### config.mk
export PLATFORM = sky130hd
export DESIGN_NAME = rca_grid_lsq_flat
export DESIGN_NICKNAME = d
export VERILOG_FILES = /design/src/rtl/rca_grid_lsq_pkg.sv /design/src/rtl/rca_grid_lsq_if.sv /design/src/rtl/rca_grid_lsq_fifo.sv /design/src/rtl/rca_grid_lsq.sv /design/src/flat_wrapper.sv
export SDC_FILE = /design/constraint.sdc
export NUM_CORES = 1
export LEC_CHECK = 0
export ABC_AREA = 1
export CORE_MARGIN = 4
export CORE_UTILIZATION = 30
export DETAILED_ROUTE_END_ITERATION = 12
export HOLD_SLACK_MARGIN = 0.12
export REMOVE_ABC_BUFFERS = 1
export SLEW_MARGIN = 20
export SYNTH_ARGS = -nofsm -noshare
export SYNTH_HDL_FRONTEND = slang
export SYNTH_HIERARCHICAL = 1
export SYNTH_SLANG_ARGS = --single-unit
### constraint.sdc
create_clock -name i_clk -period 8 [get_ports i_clk]
set_clock_uncertainty 0.1 [all_clocks]
set_input_delay 2.4 -clock i_clk [delete_from_list [all_inputs] [get_ports i_clk]]
set_output_delay 2.4 -clock i_clk [all_outputs]
set_load 0.005 [all_outputs]
### src/rtl/rca_grid_lsq_pkg.sv
// rtl/rca_grid_lsq_pkg.sv - shared types and sizes for the RCA grid load/store queue
package rca_grid_lsq_pkg;

    localparam int GRID_NUM_ROWS = 4;
    localparam int XLEN          = 32;
    localparam int ID_W          = 3;
    localparam int ROW_W         = $clog2(GRID_NUM_ROWS);

    typedef logic [ID_W-1:0] id_t;

    typedef struct packed {
        logic [ROW_W-1:0] row;
        logic [XLEN-1:0]  addr;
        logic [XLEN-1:0]  data;
        logic [2:0]       fn3;
        logic             load;
        logic             store;
    } lsq_entry_t;

    typedef enum logic {
        IDLE,
        WAIT_LOAD
    } lsq_state_t;

    function automatic logic [ROW_W:0] popcount_rows(input logic [GRID_NUM_ROWS-1:0] v);
        logic [ROW_W:0] c;
        c = '0;
        for (int i = 0; i < GRID_NUM_ROWS; i++) begin
            c = c + (ROW_W+1)'(v[i]);
        end
        return c;
    endfunction

endpackage

### src/rtl/rca_grid_lsq_if.sv
// rtl/rca_grid_lsq_if.sv - grid-side and LSU-side request interfaces of the RCA load/store queue
interface rca_lsq_grid_interface;
    import rca_grid_lsq_pkg::*;

    logic [GRID_NUM_ROWS-1:0]           new_request;
    logic [GRID_NUM_ROWS-1:0][XLEN-1:0] addr;
    logic [GRID_NUM_ROWS-1:0][XLEN-1:0] data;
    logic [GRID_NUM_ROWS-1:0][2:0]      fn3;
    logic [GRID_NUM_ROWS-1:0]           load;
    logic [GRID_NUM_ROWS-1:0]           store;
    logic                               fifo_full;
    logic [GRID_NUM_ROWS-1:0]           load_complete;
    logic [XLEN-1:0]                    load_data;

    modport lsq  (input  new_request, addr, data, fn3, load, store,
                  output fifo_full, load_complete, load_data);
    modport grid (output new_request, addr, data, fn3, load, store,
                  input  fifo_full, load_complete, load_data);
endinterface

interface rca_lsu_interface;
    import rca_grid_lsq_pkg::*;

    logic            new_request;
    logic            rca_lsu_lock;
    logic [XLEN-1:0] rs1;
    logic [XLEN-1:0] rs2;
    logic [2:0]      fn3;
    logic            load;
    logic            store;
    id_t             id;
    logic            lsu_ready;
    logic            load_complete;
    logic [XLEN-1:0] load_data;

    modport lsq (output new_request, rca_lsu_lock, rs1, rs2, fn3, load, store, id,
                 input  lsu_ready, load_complete, load_data);
    modport lsu (input  new_request, rca_lsu_lock, rs1, rs2, fn3, load, store, id,
                 output lsu_ready, load_complete, load_data);
endinterface

### src/rtl/rca_grid_lsq_fifo.sv
// rtl/rca_grid_lsq_fifo.sv - circular request buffer of lsq_entry_t with first-word fall-through head
module rca_lsq_fifo
    import rca_grid_lsq_pkg::*;
#(
    parameter int DEPTH = 8
) (
    input  logic                       i_clk,
    input  logic                       i_rst_n,
    input  logic                       i_push,
    input  lsq_entry_t                 i_entry,
    input  logic                       i_pop,
    output lsq_entry_t                 o_head,
    output logic                       o_valid,
    output logic [$clog2(DEPTH):0]     o_count
);
    localparam int PTR_W = $clog2(DEPTH);
    localparam int CNT_W = PTR_W + 1;

    lsq_entry_t       r_mem [DEPTH];
    logic [PTR_W-1:0] r_wr_ptr;
    logic [PTR_W-1:0] r_rd_ptr;
    logic [CNT_W-1:0] r_count;

    // Pointers wrap naturally because DEPTH is a power of two.
    always_ff @(posedge i_clk or negedge i_rst_n) begin
        if (!i_rst_n) begin
            r_wr_ptr <= '0;
            r_rd_ptr <= '0;
            r_count  <= '0;
        end else begin
            if (i_push) r_wr_ptr <= r_wr_ptr + 1'b1;
            if (i_pop)  r_rd_ptr <= r_rd_ptr + 1'b1;
            unique case ({i_push, i_pop})
                2'b10:   r_count <= r_count + CNT_W'(1);
                2'b01:   r_count <= r_count - CNT_W'(1);
                default: r_count <= r_count;
            endcase
        end
    end

    always_ff @(posedge i_clk) begin
        if (i_push) r_mem[r_wr_ptr] <= i_entry;
    end

    assign o_head  = r_mem[r_rd_ptr];
    assign o_valid = (r_count != '0);
    assign o_count = r_count;

endmodule

### src/rtl/rca_grid_lsq.sv
// rtl/rca_grid_lsq.sv - serialises per-row RCA grid memory requests into the shared LSU in row order
module rca_grid_lsq
    import rca_grid_lsq_pkg::*;
#(
    parameter int FIFO_DEPTH = 8
) (
    input  logic                  i_clk,
    input  logic                  i_rst_n,
    rca_lsq_grid_interface.lsq    grid,
    rca_lsu_interface.lsq         lsu,
    input  id_t                   i_rca_id
);
    localparam int CNT_W       = $clog2(FIFO_DEPTH) + 1;
    localparam int FULL_THRESH = FIFO_DEPTH - GRID_NUM_ROWS;

    lsq_entry_t               r_hold [GRID_NUM_ROWS];
    logic [GRID_NUM_ROWS-1:0] r_hold_valid;
    lsq_state_t               r_state;
    logic [ROW_W-1:0]         r_load_row;
    logic [GRID_NUM_ROWS-1:0] r_load_complete;
    logic [XLEN-1:0]          r_load_data;

    lsq_entry_t               w_fifo_head;
    logic                     w_fifo_valid;
    logic [CNT_W-1:0]         w_fifo_count;
    logic [CNT_W:0]           w_occupancy;
    logic                     w_fifo_full;
    logic [GRID_NUM_ROWS-1:0] w_capture;
    logic                     w_drain_any;
    logic [ROW_W-1:0]         w_drain_idx;
    logic                     w_push;
    logic                     w_present;
    logic                     w_issue;

    // Descending scan so the lowest valid row is the one that wins.
    always_comb begin
        w_drain_any = 1'b0;
        w_drain_idx = '0;
        for (int r = GRID_NUM_ROWS - 1; r >= 0; r--) begin
            if (r_hold_valid[r]) begin
                w_drain_any = 1'b1;
                w_drain_idx = ROW_W'(r);
            end
        end
    end

    // Threshold leaves room for every row to request in the same cycle.
    assign w_occupancy = (CNT_W+1)'(w_fifo_count) + (CNT_W+1)'(popcount_rows(r_hold_valid));
    assign w_fifo_full = w_occupancy > (CNT_W+1)'(FULL_THRESH);
    assign w_capture   = grid.new_request & {GRID_NUM_ROWS{~w_fifo_full}};
    assign w_push      = w_drain_any && (w_fifo_count < CNT_W'(FIFO_DEPTH));
    assign w_present   = (r_state == IDLE) && w_fifo_valid;
    assign w_issue     = w_present && lsu.lsu_ready;

    always_ff @(posedge i_clk or negedge i_rst_n) begin
        if (!i_rst_n) begin
            r_hold_valid <= '0;
            for (int r = 0; r < GRID_NUM_ROWS; r++) r_hold[r] <= '0;
        end else begin
            for (int r = 0; r < GRID_NUM_ROWS; r++) begin
                if (w_capture[r]) begin
                    r_hold_valid[r] <= 1'b1;
                    r_hold[r]       <= '{row: ROW_W'(r), addr: grid.addr[r], data: grid.data[r],
                                         fn3: grid.fn3[r], load: grid.load[r], store: grid.store[r]};
                end else if (w_push && (w_drain_idx == ROW_W'(r))) begin
                    r_hold_valid[r] <= 1'b0;
                end
            end
        end
    end

    rca_lsq_fifo #(.DEPTH(FIFO_DEPTH)) u_fifo (
        .i_clk   (i_clk),
        .i_rst_n (i_rst_n),
        .i_push  (w_push),
        .i_entry (r_hold[w_drain_idx]),
        .i_pop   (w_issue),
        .o_head  (w_fifo_head),
        .o_valid (w_fifo_valid),
        .o_count (w_fifo_count)
    );

    always_ff @(posedge i_clk or negedge i_rst_n) begin
        if (!i_rst_n) begin
            r_state         <= IDLE;
            r_load_row      <= '0;
            r_load_complete <= '0;
            r_load_data     <= '0;
        end else begin
            r_load_complete <= '0;
            unique case (r_state)
                IDLE: begin
                    if (w_issue && w_fifo_head.load) begin
                        r_state    <= WAIT_LOAD;
                        r_load_row <= w_fifo_head.row;
                    end
                end
                WAIT_LOAD: begin
                    if (lsu.load_complete) begin
                        r_load_data                 <= lsu.load_data;
                        r_load_complete[r_load_row] <= 1'b1;
                        r_state                     <= IDLE;
                    end
                end
                default: r_state <= IDLE;
            endcase
        end
    end

    always_ff @(posedge i_clk) begin
        if (i_rst_n) begin
            assert (!((|grid.new_request) && w_fifo_full));
        end
    end

    assign grid.fifo_full     = w_fifo_full;
    assign grid.load_complete = r_load_complete;
    assign grid.load_data     = r_load_data;

    assign lsu.new_request  = w_issue;
    assign lsu.rca_lsu_lock = (|r_hold_valid) || w_fifo_valid || (r_state == WAIT_LOAD);
    assign lsu.rs1          = w_present ? w_fifo_head.addr  : '0;
    assign lsu.rs2          = w_present ? w_fifo_head.data  : '0;
    assign lsu.fn3          = w_present ? w_fifo_head.fn3   : '0;
    assign lsu.load         = w_present && w_fifo_head.load;
    assign lsu.store        = w_present && w_fifo_head.store;
    assign lsu.id           = w_present ? i_rca_id : '0;

endmodule
### src/flat_wrapper.sv
// flat-port wrapper written by rule: the top's interface ports become plain ports
module rca_grid_lsq_flat import rca_grid_lsq_pkg::*;
#(
    parameter int FIFO_DEPTH = 8
)
  (i_clk, i_rst_n, i_rca_id, grid_new_request, grid_addr, grid_data, grid_fn3, grid_load, grid_store, grid_fifo_full, grid_load_complete, grid_load_data, lsu_new_request, lsu_rca_lsu_lock, lsu_rs1, lsu_rs2, lsu_fn3, lsu_load, lsu_store, lsu_id, lsu_lsu_ready, lsu_load_complete, lsu_load_data);
  rca_lsq_grid_interface grid_i ();
  rca_lsu_interface lsu_i ();
  input  logic i_clk;
  input  logic i_rst_n;
  input  id_t i_rca_id;
  input wire logic [$bits(grid_i.new_request)-1:0] grid_new_request;
  input wire logic [$bits(grid_i.addr)-1:0] grid_addr;
  input wire logic [$bits(grid_i.data)-1:0] grid_data;
  input wire logic [$bits(grid_i.fn3)-1:0] grid_fn3;
  input wire logic [$bits(grid_i.load)-1:0] grid_load;
  input wire logic [$bits(grid_i.store)-1:0] grid_store;
  output wire logic [$bits(grid_i.fifo_full)-1:0] grid_fifo_full;
  output wire logic [$bits(grid_i.load_complete)-1:0] grid_load_complete;
  output wire logic [$bits(grid_i.load_data)-1:0] grid_load_data;
  output wire logic [$bits(lsu_i.new_request)-1:0] lsu_new_request;
  output wire logic [$bits(lsu_i.rca_lsu_lock)-1:0] lsu_rca_lsu_lock;
  output wire logic [$bits(lsu_i.rs1)-1:0] lsu_rs1;
  output wire logic [$bits(lsu_i.rs2)-1:0] lsu_rs2;
  output wire logic [$bits(lsu_i.fn3)-1:0] lsu_fn3;
  output wire logic [$bits(lsu_i.load)-1:0] lsu_load;
  output wire logic [$bits(lsu_i.store)-1:0] lsu_store;
  output wire logic [$bits(lsu_i.id)-1:0] lsu_id;
  input wire logic [$bits(lsu_i.lsu_ready)-1:0] lsu_lsu_ready;
  input wire logic [$bits(lsu_i.load_complete)-1:0] lsu_load_complete;
  input wire logic [$bits(lsu_i.load_data)-1:0] lsu_load_data;
  assign grid_i.new_request = grid_new_request;
  assign grid_i.addr = grid_addr;
  assign grid_i.data = grid_data;
  assign grid_i.fn3 = grid_fn3;
  assign grid_i.load = grid_load;
  assign grid_i.store = grid_store;
  assign grid_fifo_full = grid_i.fifo_full;
  assign grid_load_complete = grid_i.load_complete;
  assign grid_load_data = grid_i.load_data;
  assign lsu_new_request = lsu_i.new_request;
  assign lsu_rca_lsu_lock = lsu_i.rca_lsu_lock;
  assign lsu_rs1 = lsu_i.rs1;
  assign lsu_rs2 = lsu_i.rs2;
  assign lsu_fn3 = lsu_i.fn3;
  assign lsu_load = lsu_i.load;
  assign lsu_store = lsu_i.store;
  assign lsu_id = lsu_i.id;
  assign lsu_i.lsu_ready = lsu_lsu_ready;
  assign lsu_i.load_complete = lsu_load_complete;
  assign lsu_i.load_data = lsu_load_data;
  rca_grid_lsq #(.FIFO_DEPTH(FIFO_DEPTH)) u_core (.i_clk(i_clk), .i_rst_n(i_rst_n), .grid(grid_i), .lsu(lsu_i), .i_rca_id(i_rca_id));
endmodule
==> report_table.html <==
<table>
<tr><th>Metric</th><th>Value</th></tr>
<tr><th colspan="2">Global route</th></tr>
<tr><td>Met2 layer usage reported by global route</td><td>0.2798</td></tr>
<tr><td>Antenna violations before repair</td><td>4</td></tr>
<tr><td>First-pass GRT wire length</td><td>174.4 mm</td></tr>
<tr><td>GR Util met3</td><td>0.02941</td></tr>
<tr><td>Remaining Overflow, GRT</td><td>0</td></tr>
<tr><td>Most used routing layer in global routing</td><td>met2</td></tr>
<tr><td>Largest net degree at the start of global routing</td><td>162</td></tr>
<tr><td>Routing usage on met1</td><td>0.2447</td></tr>
<tr><td>Via count of the first global-routing pass</td><td>27200</td></tr>
<tr><td>Overall routing resource usage</td><td>0.1751</td></tr>
<tr><th colspan="2">Yosys</th></tr>
<tr><td>Yosys cell types</td><td>35</td></tr>
<tr><td>Main area contributors after synthesis</td><td>edfxtp_1 (45%), dfrtp_1 (22%), nand2_1 (9.4%)</td></tr>
<tr><td>Synth Area per Inst</td><td>10.56 um^2</td></tr>
<tr><td>EDFF count, synth</td><td>568</td></tr>
<tr><td>Post-synthesis sequential area ratio</td><td>0.6714</td></tr>
<tr><td>Main flop type after synthesis</td><td>edfxtp_1</td></tr>
<tr><td>Register bit total from synthesis</td><td>900</td></tr>
<tr><td>Cell area after synthesis</td><td>37780 um^2</td></tr>
<tr><td>Share of Yosys cell area claimed by the top area cell type</td><td>0.4515</td></tr>
<tr><td>Synthesis Warnings</td><td>6</td></tr>
<tr><td>Largest area contributor in the netlist</td><td>edfxtp_1</td></tr>
<tr><td>Syn Inst Count</td><td>3578</td></tr>
<tr><td>Share of async-settable or async-resettable flops after synthesis</td><td>0.3689</td></tr>
<tr><th colspan="2">Clock network</th></tr>
<tr><td>Clk Latency, worst-skew pair</td><td>670 ps</td></tr>
<tr><td>H-tree level count</td><td>3</td></tr>
<tr><td>Hold buffer count at CTS</td><td>0</td></tr>
<tr><td>Clock slew seen by the registers of the worst setup and hold paths</td><td>60 ps</td></tr>
<tr><td>Number of buffers created by CTS</td><td>99</td></tr>
<tr><td>Setup bufs post-CTS</td><td>0</td></tr>
<tr><td>CTS root buf</td><td>clkbuf_16</td></tr>
<tr><td>Clock Sinks</td><td>900</td></tr>
<tr><td>CTS tree</td><td>yes</td></tr>
<tr><td>Count of cells resized by post-cts repair</td><td>0</td></tr>
<tr><td>Buffers from clock root to sink, at most</td><td>3</td></tr>
<tr><th colspan="2">Floorplanning</th></tr>
<tr><td>Row cnt</td><td>129</td></tr>
<tr><td>Die outline area</td><td>131700 um^2</td></tr>
<tr><td>Std-Cell Core Area</td><td>124400 um^2</td></tr>
<tr><td>Number of top-level pins</td><td>430</td></tr>
<tr><td>Vert. Die Dim</td><td>362.9 um</td></tr>
<tr><td>Horizontal die dimension</td><td>362.9 um</td></tr>
<tr><td>Starting utilization of the core area</td><td>0.3036</td></tr>
<tr><th colspan="2">STA</th></tr>
<tr><td>Final setup vio count</td><td>0</td></tr>
<tr><td>Final min period</td><td>6853 ps</td></tr>
<tr><td>Part of the cycle the worst path needs</td><td>0.8566</td></tr>
<tr><td>Highest clock frequency the design can meet</td><td>0.1459 GHz</td></tr>
<tr><td>Relative slew slack</td><td>0.2200</td></tr>
<tr><td>Slew at the pin closest to its max-slew limit</td><td>1170 ps</td></tr>
<tr><td>Pins Over Slew Limit</td><td>0</td></tr>
<tr><td>Hold Fails Final Rpt</td><td>0</td></tr>
<tr><td>Post-layout worst setup margin</td><td>1147 ps</td></tr>
<tr><td>Unrepaired setup endpoints after global routing</td><td>no</td></tr>
<tr><th colspan="2">Final layout</th></tr>
<tr><td>Final net count</td><td>4235</td></tr>
<tr><td>Share of layout cells above drive strength 1</td><td>0.06662</td></tr>
<tr><td>Layout overhead on the synthesized area</td><td>23.22%</td></tr>
<tr><td>Final instance area</td><td>46550 um^2</td></tr>
<tr><td>Most common cell after layout, fill and taps aside</td><td>nand2_1</td></tr>
<tr><td>Most used cells in the layout excluding fill and tap cells</td><td>nand2_1 (949), edfxtp_1 (568), clkdlybuf4s50_1 (424), nand3_1 (419), nor2_1 (364)</td></tr>
<tr><th colspan="2">Route</th></tr>
<tr><td>ANT nets after route</td><td>0</td></tr>
<tr><td>First-pass detailed-route iteration total</td><td>5</td></tr>
<tr><td>Number of remaining DRC errors</td><td>0</td></tr>
<tr><td>Drt first-iter violations</td><td>2601</td></tr>
<tr><td>Final routed wire length divided by cell count</td><td>21.08 um</td></tr>
<tr><td>Number of vias per cell</td><td>4.968</td></tr>
<tr><td>Vias</td><td>27980</td></tr>
<tr><td>Final WL</td><td>118.7 mm</td></tr>
<tr><th colspan="2">Critical path</th></tr>
<tr><td>Critical Path Sink Type</td><td>output pin</td></tr>
<tr><td>Arrival time at the worst endpoint</td><td>4350 ps</td></tr>
<tr><td>Largest driver fanout on the critical path</td><td>51</td></tr>
<tr><td>Type of element launching the critical path</td><td>register</td></tr>
<tr><td>Path type of the worst setup path</td><td>register to output pin</td></tr>
<tr><td>Critical path required time</td><td>5500 ps</td></tr>
<tr><td>Worst-case register-to-register setup slack</td><td>2860 ps</td></tr>
<tr><th colspan="2">Run</th></tr>
<tr><td>Max Cap Violations</td><td>0</td></tr>
<tr><th colspan="2">Pwr</th></tr>
<tr><td>Logic pwr share</td><td>0.446</td></tr>
<tr><td>Clock share of power</td><td>0.194</td></tr>
<tr><td>Switching share of power</td><td>0.4284</td></tr>
<tr><td>Total power density per cell area</td><td>504.7 nW/um^2</td></tr>
<tr><td>Part of the power in registers</td><td>0.360</td></tr>
<tr><td>Leak pwr</td><td>18.52 nW</td></tr>
<tr><td>Max IR drop VDD</td><td>0.0008140 V</td></tr>
<tr><td>Internal power summed over all cells</td><td>13.43 mW</td></tr>
<tr><td>Net Sw Power</td><td>10.07 mW</td></tr>
<tr><th colspan="2">Placed design</th></tr>
<tr><td>Total half-perimeter wirelength after legalization and detailed placement</td><td>67.55 mm</td></tr>
<tr><td>Final weighted congestion in routability-driven placement</td><td>0.7665</td></tr>
<tr><td>Post-detailed-placement cell area</td><td>43280 um^2</td></tr>
<tr><td>Count of input and output buffers</td><td>429</td></tr>
<tr><td>Place WS</td><td>1859 ps</td></tr>
<tr><th colspan="2">Outcome</th></tr>
<tr><td>Result of the run</td><td>finished, final reports clean</td></tr>
<tr><th colspan="2">Worst hold path</th></tr>
<tr><td>Hold crit path type</td><td>register to register</td></tr>
</table>
worst paths after layout:
path / start / endpoint / cells past startpoint
max: u_core/r_hold_valid[2]$_DFFE_PN0P_ / grid_fifo_full / 11
min: u_core/r_hold[211]$_DFFE_PN0P_ / u_core/r_hold[211]$_DFFE_PN0P_ / 2
max reg2reg: u_core/r_hold_valid[2]$_DFFE_PN0P_ / u_core/r_hold[183]$_DFFE_PN0P_ / 13
min reg2reg: u_core/r_hold[211]$_DFFE_PN0P_ / u_core/r_hold[211]$_DFFE_PN0P_ / 2
max in group asynchronous: i_rst_n / u_core/r_hold[125]$_DFFE_PN0P_ / 2
min in group asynchronous: i_rst_n / u_core/grid.load_data[11]$_DFFE_PN0P_ / 1
through the flow:
stage | util | hold WS [ps] | TNS, ps | total power, mW | instances
final | 0.3741 | 365.6 | 0 | 23.50 | 5632
after CTS | 0.3740 | 366.8 | 0 | 23.73 | 5630
after global placement | 0.3478 | 339.2 | 0 | 18.90 | 5442
after global routing | 0.3741 | 386.3 | 0 | 25.14 | 5632
after floorplan | - | 322.8 | -133990 | 14.32 | 3326
after detailed placement | 0.3478 | 351.5 | 0 | 19.09 | 5442
state kept, by name, indices dropped and copies added (netlist names):
register	flops
u_core/r_hold_valid	4
u_core/r_hold	279
u_core/u_fifo/r_wr_ptr	3
u_core/grid.load_data	32
u_core/u_fifo/r_rd_ptr	3
u_core/r_state	1
u_core/r_load_row	2
u_core/grid.load_complete	4
u_core/u_fifo/r_mem	568
u_core/u_fifo/o_count	4
Yosys cell counts, types with 13 or more instances:
cell,n
dfrtp_1,332
o22ai_1,142
nand2_1,949
buf_4,13
mux2_2,32
edfxtp_1,568
buf_1,28
o21ai_0,175
nand4_1,72
inv_1,104
nand3_1,419
clkbuf_1,103
nor2_1,372
buf_6,43
buf_2,57
o21ai_1,120
critical path, stage by stage, from the launching register on:
cell and delay [ps]:
dfrtp_4 840, inv_2 140, fa_1 440, inv_1 100, fa_1 420, inv_1 60, nand2_1 50, nand3_2 170
nand2_2 130, nor2_8 650, inv_1 90, clkdlybuf4s50_1 470
cell type report:
type | instances | area (um^2)
Clock buffer | 129 | 2725
Inverter | 109 | 425.4
Timing Repair Buffer | 479 | 4740
Antenna cell | 2 | 5.005
Sequential cell | 900 | 25380
Clock inverter | 59 | 540.5
Multi-Input combinational cell | 2317 | 10690
Fill cell | 12310 | 77890
Tap cell | 1637 | 2048
cell families (layout without fill, tap and decap cells):
logic type / Yosys count / count (layout) / share of synthesized area
simple gates: 1826 / 1826 / 0.2018
xor+xnor: 6 / 6 / 0.001391
flops: 900 / 900 / 0.6714
mux: 32 / 32 / 0.009539
other cells: 0 / 2 / 0
compound gates: 443 / 443 / 0.06376
fa+ha+maj: 10 / 10 / 0.003908
buf+inv: 361 / 776 / 0.04819
power by group through the flow:
stage	registers [mW]	logic, mW	clock network (mW)
3_3_place_gp	8.49	10.4	0
3_5_place_dp	8.52	10.6	0
6_report	8.46	10.5	4.55
2_1_floorplan	8.52	5.80	0
4_1_cts	8.45	10.6	4.68
5_1_grt	8.62	11.6	4.88
metal layers:
metal | vias to the layer above | routed length [um] | part of all wire
met4 | 0 | 3096 | 0.026
met1 | 13820 | 52400 | 0.44
met2 | 1000 | 55320 | 0.47
met5 | - | 0 | 0
met3 | 171 | 7888 | 0.066
li1 | 12980 | - | -
Power figures use the tool's default switching activity.
